[config.mk]
export PLATFORM = sky130hd
export DESIGN_NAME = fib_decoder
export DESIGN_NICKNAME = d
export VERILOG_FILES = /design/src/rtl/fib_decoder.sv
export SDC_FILE = /design/constraint.sdc
export NUM_CORES = 1
export LEC_CHECK = 0
export CAP_MARGIN = 40
export CORE_ASPECT_RATIO = 0.7
export CORE_MARGIN = 2
export CORE_UTILIZATION = 30
export DETAILED_ROUTE_END_ITERATION = 12
export GPL_TIMING_DRIVEN = 0
export HOLD_SLACK_MARGIN = 0.02
export PLACE_DENSITY = 0.51
export SYNTH_ARGS = -nofsm -noshare
export SYNTH_HDL_FRONTEND = slang
export SYNTH_SLANG_ARGS = --single-unit
[constraint.sdc]
create_clock -name clk -period 5 [get_ports clk]
set_clock_uncertainty 0.05 [all_clocks]
set_input_delay 0.5 -clock clk [delete_from_list [all_inputs] [get_ports clk]]
set_output_delay 0.5 -clock clk [all_outputs]
set_load 0.01 [all_outputs]
[src/rtl/fib_decoder.sv]
// fib_decoder: sequential inverse of the 16-bit Fibonacci stream generator.
// A request latches a 16-bit word. The block then regenerates the sequence
// S(0)=1, S(1)=2, S(2)=3, ... one term per cycle and reports the step index k
// at which the generator would have produced that word, or reports "not found".
//
// Handshake: a request is accepted on any rising edge where the block is in
// IDLE and start=1. start is ignored in every other state and is not queued.
// The result is presented with a one-cycle done pulse. found/index are held
// from that pulse until the next accepted start, where they clear to 0.
module fib_decoder (
  input  logic        clk,
  input  logic        rst,
  input  logic        start,
  input  logic [15:0] value,
  output logic        busy,
  output logic        done,
  output logic        found,
  output logic [4:0]  index,
  output logic [1:0]  dbg_state
);

  typedef enum logic [1:0] {
    IDLE   = 2'd0,
    SEARCH = 2'd1,
    DONE   = 2'd2
  } state_t;

  state_t      state_q;
  logic [15:0] a_q;
  logic [15:0] b_q;
  logic [15:0] tgt_q;
  logic [4:0]  cnt_q;
  logic        busy_q;
  logic        done_q;
  logic        found_q;
  logic [4:0]  index_q;

  // Next term kept at 17 bits so a carry out of 16 bits can never alias
  // onto a small target and produce a false match.
  logic [16:0] sum;
  logic [16:0] tgt_ext;

  assign sum     = {1'b0, a_q} + {1'b0, b_q};
  assign tgt_ext = {1'b0, tgt_q};

  // Control FSM with registered outputs; reset has priority over start.
  always_ff @(posedge clk) begin
    if (!rst) begin
      state_q <= IDLE;
      a_q     <= 16'd0;
      b_q     <= 16'd1;
      tgt_q   <= 16'd0;
      cnt_q   <= 5'd0;
      busy_q  <= 1'b0;
      done_q  <= 1'b0;
      found_q <= 1'b0;
      index_q <= 5'd0;
    end else begin
      case (state_q)
        IDLE: begin
          busy_q <= 1'b0;
          done_q <= 1'b0;
          if (start) begin
            tgt_q   <= value;
            a_q     <= 16'd0;
            b_q     <= 16'd1;
            cnt_q   <= 5'd0;
            found_q <= 1'b0;
            index_q <= 5'd0;
            busy_q  <= 1'b1;
            state_q <= SEARCH;
          end
        end
        SEARCH: begin
          if (sum == tgt_ext) begin
            found_q <= 1'b1;
            index_q <= cnt_q;
            busy_q  <= 1'b0;
            done_q  <= 1'b1;
            state_q <= DONE;
          end else if (sum[16] || (sum > tgt_ext)) begin
            // Sequence is strictly increasing: once past the target it
            // can never match, so stop here.
            found_q <= 1'b0;
            index_q <= 5'd0;
            busy_q  <= 1'b0;
            done_q  <= 1'b1;
            state_q <= DONE;
          end else begin
            a_q   <= b_q;
            b_q   <= sum[15:0];
            cnt_q <= cnt_q + 5'd1;
          end
        end
        DONE: begin
          done_q  <= 1'b0;
          state_q <= IDLE;
        end
        default: begin
          busy_q  <= 1'b0;
          done_q  <= 1'b0;
          state_q <= IDLE;
        end
      endcase
    end
  end

  assign busy      = busy_q;
  assign done      = done_q;
  assign found     = found_q;
  assign index     = index_q;
  assign dbg_state = state_q;

endmodule

-- Yosys cells after proc, flatten, opt, wreduce, memory -nomap -nowiden
Index checks and enable logic that the tools add are counted.
W data, S select, Z words.
- input port bits: 19
- memories kept: 0
- latch bits: 0
- bits in registers: 63
- logic and storage cells: 58
- memory bits (read-only): 0
- RAM bits: 0
- output and inout bits: 10
- add/subtract/negate cells: 2
- equal/unequal tests: 7
- divide/modulo/power cells: 0
- bitwise operators: 1
- $mul: 0
- order comparisons: 1
- reductions and logical operators: 10
- shifts and indexed selects: 0
- mux-type cells: 28
- operators with widths (operator ; count):
    $mux W16 ; 6
    $pmux W16 S2 ; 2
    $mux W5 ; 5
    $pmux W5 S2 ; 2
    $add A16 B16 Y17 ; 1
    $eq A17 B16 Y1 ; 1
    $gt A17 B16 Y1 ; 1
    $reduce_and A2 Y1 ; 4
    $mux W1 ; 7
    $mux W2 ; 3
    $ne A2 B2 Y1 const B ; 3
    $add A5 B1 Y5 const B ; 1
    $pmux W2 S2 ; 1
    $reduce_and A4 Y1 ; 1
    $reduce_bool A2 Y1 ; 2
    $ne A3 B3 Y1 const B ; 1
    $pmux W1 S3 ; 1
    $reduce_and A3 Y1 ; 1
    $eq A2 B1 Y1 const B ; 1
    $eq A2 B2 Y1 const B ; 1
    $logic_not A2 Y1 ; 1
    $pmux W1 S2 ; 1
    $logic_or A1 B1 Y1 ; 1
    $not A1 Y1 ; 1

-- Depth between registers and ports, before layout
- depth after elaboration: 6
- depth in mapped cells: 20
- mapped depth without buffers: 18

-- Least setup slack after synthesis
OpenSTA, ideal clock, no wires.
- path type: reg-to-reg
- from: register a_q[1]
- to: register cnt_q[3]
- required time: 4830 ps
- clock period less this slack: 3982 ps
- stages on the path, launching flop included: 19
- arrival time: 3812 ps
- library setup time: 120 ps
- buffers on the path: 1
- setup slack: 1018 ps
- path through: dfxtp_1 ha_1 a211oi_1 o21ai_0 a2111oi_2 nor2_1 and2_1 o21ai_0 a21oi_1 ha_1 nand3_1 or3_1 nor3_1 a311oi_1 o21a_1 and3_1 buf_6 and3_1 o31a_1
- longest elaborated chain between the ends: 5
- elaborated cells between the ends (all ways): 7
- those cells by class: add/sub (1); order compare (1); eq/ne (3); reduce/logical (2)
- ends and longest elaborated chain (element ; RTL line ; RTL):
    from (decl) ; 29 ; logic [15:0] a_q;
    from (signal assigned) ; 90 ; a_q <= b_q;
    $add A16 B16 Y17 (*) ; 43 ; assign sum = {1'b0, a_q} + {1'b0, b_q};
    $gt A17 B16 Y1 ; 81 ; end else if (sum[16] || (sum > tgt_ext)) begin
    $logic_or A1 B1 Y1 ; 81 ;
    $ne A2 B2 Y1 (no line) ; n/a ;
    $reduce_and A4 Y1 (no line) (*) ; n/a ;
    to (signal assigned) ; 92 ; cnt_q <= cnt_q + 5'd1;
    to (decl) ; 32 ; logic [4:0] cnt_q;
Every way passes the cells marked *; elsewhere a longest branch is shown, timed or not.
A chain may end at the register's enable or synchronous reset.

-- Worst setup path after layout
- from: register b_q[2]
- to: register b_q[5]
- longest elaborated chain between the ends: 5
- elaborated cells between the ends (all ways): 10
- those cells by class: add/sub (1); order compare (1); eq/ne (3); mux (3); reduce/logical (2)
- ends and longest elaborated chain (element ; RTL line ; RTL):
    from (decl) ; 30 ; logic [15:0] b_q;
    from (signal assigned) ; 91 ; b_q <= sum[15:0];
    $add A16 B16 Y17 (*) ; 43 ;
    $gt A17 B16 Y1 ; 81 ;
    $logic_or A1 B1 Y1 ; 81 ;
    $ne A2 B2 Y1 (no line) ; n/a ;
    $reduce_and A4 Y1 (no line) ; n/a ;
Every way passes the cells marked *; elsewhere a longest branch is shown, timed or not. The select of a mux whose other input is x is not followed.

==> results.md <==
* Post-detailed-placement cell area at 4000 sq um
* Slowest stage cell on the critical path: sky130_fd_sc_hd__or3_1
* Mapped Avg Cell Area at 8.36 sq um
* First-pass GRT wire length at 14900 um
* Class of the worst hold path: flip-flop to flip-flop
* Stage delay of the slowest cell on the critical path at 0.43 ns
* Routed Antenna Nets at 0
* VDD IR max at 167 uV
* Detailed-router iteration count before antenna repair at 4
* Die area at 12700 sq um
* Final hold slack at 0.410 ns
* Area of the core at 11600 sq um
* Number of instances on the worst hold path at 1
* Routability congestion estimate at 0.804
* Fin crit share at 93.7%
* Die Ht at 94.8 um
* Clock sink count at 63
* Hold buffer count at cts at 0
* # nets final at 514
* Post-detailed-route wirelength per cell at 14.8 um
* Switching portion of total power at 26.1%
* Power per unit of standard cell area at 335 nW/um^2
* Simple-Gate Fraction of Synth Area at 19.6%
* Post-synthesis share of cell area spent on full adders, half adders and majority gates at 12.2%
* Leakage at 0.00181 uW
* Sequential cell fraction of total power at 36.2%
* Post-synthesis cell area at 3530 sq um
* Vias in the first global route at 2959
* Hold violation count in the final report at 0
* Setup repair after global routing missed its margin: false
* PortBufs at 27
* Top FF cell, synth: sky130_fd_sc_hd__dfxtp_1
* Worst Path Buf+Inv at 2
* Element type at the critical path end: flip-flop
* Count of endpoints failing setup in the final report at 0
* Count of state elements after synthesis at 63
* Number of flops mapped to enable cells by yosys at 0
* Die outline width at 134 um
* CTS Root Buffer Type: sky130_fd_sc_hd__clkbuf_16
* Slew at the pin closest to its max-slew limit at 0.597 ns
* Proportion of power drawn by combinational gates at 14.1%
* Startpoint of the tightest hold check path: found$_SDFFE_PN0P_
* Area of the multi-input gates at 2100 sq um
* Per-cell via count in the routed design at 4.87
* Clk slew on worst S/H paths at 0.06 ns
* Worst path required time at 5.19 ns
* Cell chain of the critical path: ha_1, o21ai_0, o21ai_1, a2111oi_4, nor2_1, and2_1, o21ai_0, a21oi_1, ha_1, nand3_1, or3_1, nor3_1, a311oi_1, o21a_1, nand3_1, buf_4, buf_4, nand3_1, a21boi_0
* Cell type group with the largest total delay on the critical path: compound AO/OA/AOI/OAI gates
* Share of cell area taken by muxes after synthesis at 0%
* Area occupied by registers at 1260 sq um
* Commonest cells after routing, fill and taps aside: 71 x sky130_fd_sc_hd__nand2_1, 63 x sky130_fd_sc_hd__dfxtp_1, 44 x sky130_fd_sc_hd__a21boi_0
* Async set or reset register ratio after synthesis at 0%
* Max Clk Rate at 0.213 GHz
* Endpoint of the lowest-slack register-to-register path: b_q[5]$_SDFFE_PN0P_
* # fillers at 1201
* Minimum clock period at 4.68 ns
* Post-synthesis compound-gate area fraction at 24.4%
* Clock insertion delay at the later pin of the skew report at 0.33 ns
* Post-CTS Setup Repair Bufs at 0
* Number of I/O pins at 29
* Setup crit start: b_q[2]$_SDFFE_PN0P_
* Slack of the worst reg-to-reg path at 0.32 ns
* Internal power summed over all cells at 1080 uW
* Tightest slew margin relative to the limit at 60.2%
* Fin. max-slew vios at 0
* Startpoint types: flip-flop
* Cell row count at 33
* Antenna violations before repair at 0
* H-tree depth at 3
* Routed WL at 9200 um
* Crit Path Class: flip-flop to flip-flop
* Most frequent standard cell in the layout excluding fill and tap cells: sky130_fd_sc_hd__nand2_1
* Share of the synthesized netlist area taken by xor and xnor gates at 2.73%
* DRC marker count from the first detailed-route iteration at 130
* Largest net degree at the start of global routing at 13
* Half-perimeter wire length after placement at 7030 um
* Critical-path maximum fanout at 10
* Number of violations of the max-capacitance limit at 0
* Crit path DAT at 4.88 ns
* Final TNS setup at 0 ns
* Outcome: complete, no violations
* Combined global-route utilization of all metal layers at 15.4%
* Reg-to-Reg Start: b_q[2]$_SDFFE_PN0P_
* Nets in the synthesized netlist at 476
* Largest family of logic cells by synthesized area: compound AO/OA/AOI/OAI gates
* Most used cell along the critical path: sky130_fd_sc_hd__nand3_1
* Starting density of the core at 30.5%
* Fraction of final layout cells with drive strength greater than 1 at 6.44%
* Finished layout cell area at 4360 sq um
* Antenna cell count at 0
* DP Worst Slack at 0.0317 ns
* Remaining Overflow, GRT at 0
* Net switching power at 382 uW
* Share of power burned in the clock network at 49.6%
* Number of cells produced by synthesis at 423
* Post-layout worst setup margin at 0.316 ns
* Worst Reg-to-Reg Cells at 19
* Vias at 3034
* Post-synth cell types at 43
* Total clock buffers created by CTS at 9
* Maximum number of buffers from clock root to sink at 2
* TritonCTS clock tree: built
* Total DRC errors in the routed layout at 0
* Number of warnings printed during yosys synthesis at 0
* Proportion of synthesized chip area in sequential cells at 35.7%
* Area Growth Syn to Fin at 23.5%
* Hold worst-path end: found$_SDFFE_PN0P_
[through the flow]
step	cells	power (uW)	utilization, %
6_report	623	1460	37.6
2_1_floorplan	423	665	-
3_5_place_dp	607	748	34.5
4_1_cts	623	1480	37.5
3_3_place_gp	607	747	34.5
5_1_grt	623	1530	37.6
[how the worst max path moves through the flow]
stage | slack, ns | cells past startpoint | end
after global routing | 0.08 | 18 | b_q[2]$_SDFFE_PN0P_
after detailed placement | 0.03 | 18 | b_q[5]$_SDFFE_PN0P_
after global placement | 0.13 | 19 | b_q[1]$_SDFFE_PN0P_
after CTS | 0.05 | 18 | b_q[5]$_SDFFE_PN0P_
after floorplan | 1.02 | 18 | cnt_q[3]$_SDFFE_PN0P_
final | 0.32 | 19 | b_q[5]$_SDFFE_PN0P_
[cells in the mapped netlist, types with 2 or more instances]
cell,instances,share of area (%)
sky130_fd_sc_hd__nand3_1,38,5.4
sky130_fd_sc_hd__nand4_1,2,0.35
sky130_fd_sc_hd__or3_1,3,0.53
sky130_fd_sc_hd__xnor2_1,9,2.2
sky130_fd_sc_hd__o21ai_0,12,1.7
sky130_fd_sc_hd__a21o_1,13,2.8
sky130_fd_sc_hd__a211oi_1,2,0.42
sky130_fd_sc_hd__xor2_1,2,0.50
sky130_fd_sc_hd__o31ai_1,3,0.64
sky130_fd_sc_hd__inv_1,21,2.2
sky130_fd_sc_hd__o21bai_1,3,0.64
sky130_fd_sc_hd__nand2b_1,2,0.35
sky130_fd_sc_hd__nand2_1,71,7.5
sky130_fd_sc_hd__a21oi_1,11,1.6
sky130_fd_sc_hd__a22o_1,5,1.2
sky130_fd_sc_hd__nor3_1,6,0.85
sky130_fd_sc_hd__o21a_1,10,2.1
sky130_fd_sc_hd__buf_4,3,0.64
sky130_fd_sc_hd__o31a_1,2,0.50
sky130_fd_sc_hd__and2_1,4,0.71
sky130_fd_sc_hd__buf_2,4,0.57
sky130_fd_sc_hd__dfxtp_1,63,36
sky130_fd_sc_hd__a21boi_0,44,9.3
sky130_fd_sc_hd__nor2b_1,5,0.88
sky130_fd_sc_hd__a31o_2,2,0.50
sky130_fd_sc_hd__clkbuf_1,15,1.6
sky130_fd_sc_hd__and3_1,6,1.1
sky130_fd_sc_hd__nor2_1,14,1.5
sky130_fd_sc_hd__ha_1,33,12
sky130_fd_sc_hd__o211a_1,2,0.57
[cell type report]
class,instances,area share (%)
clock buffers,9,5.16
repair buffers,27,6.19
flip-flops and latches,63,28.9
multi-input cells,316,48.2
plain buffers,23,2.52
inverters,21,1.81
well taps,157,4.50
clock inverters,7,2.75
[power by group through the flow]
stage	logic [uW]	registers [uW]	clock network [uW]
2_1_floorplan	125	540	0
3_3_place_gp	206	541	0
3_5_place_dp	207	541	0
4_1_cts	208	530	744
5_1_grt	229	532	768
6_report	207	530	726
[state kept, by name, summed over array words and instances, names as in the netlist]
signal,cells
cnt_q,5
busy,1
b_q,16
tgt_q,16
found,1
a_q,16
index,5
done,1
dbg_state,2
[timing repair]
action / in CTS / in global routing
endpoints found under the setup margin: 1 / 45
gates resized for setup: 0 / 4
pin swaps: 1 / 0
[metal layers]
layer  GRT usage [%]  part of all wire, %  up-vias
li1                -                    -     1565
met1            22.1                   52     1396
met2            22.1                   40       62
met3            4.35                  6.4       11
met4            4.70                  1.2        0
met5               0                    0        -
[worst register-to-register path, stage by stage (launching register included)]
cell and delay (ns):
sky130_fd_sc_hd__dfxtp_1 0.33, sky130_fd_sc_hd__ha_1 0.33, sky130_fd_sc_hd__o21ai_0 0.29, sky130_fd_sc_hd__o21ai_1 0.20
sky130_fd_sc_hd__a2111oi_4 0.41, sky130_fd_sc_hd__nor2_1 0.11, sky130_fd_sc_hd__and2_1 0.18, sky130_fd_sc_hd__o21ai_0 0.23
sky130_fd_sc_hd__a21oi_1 0.14, sky130_fd_sc_hd__ha_1 0.31, sky130_fd_sc_hd__nand3_1 0.13, sky130_fd_sc_hd__or3_1 0.43
sky130_fd_sc_hd__nor3_1 0.34, sky130_fd_sc_hd__a311oi_1 0.10, sky130_fd_sc_hd__o21a_1 0.16, sky130_fd_sc_hd__nand3_1 0.13
sky130_fd_sc_hd__buf_4 0.21, sky130_fd_sc_hd__buf_4 0.22, sky130_fd_sc_hd__nand3_1 0.08, sky130_fd_sc_hd__a21boi_0 0.21
[cell families after synthesis]
family / after synthesis
and+or+nand+nor: 153
adders and majority gates: 34
buffers and inverters: 44
AOI/OAI and AO/OA: 118
DFF: 63
xor gates and xnor gates: 11
Note: power is estimated with default switching activity, not from simulation.
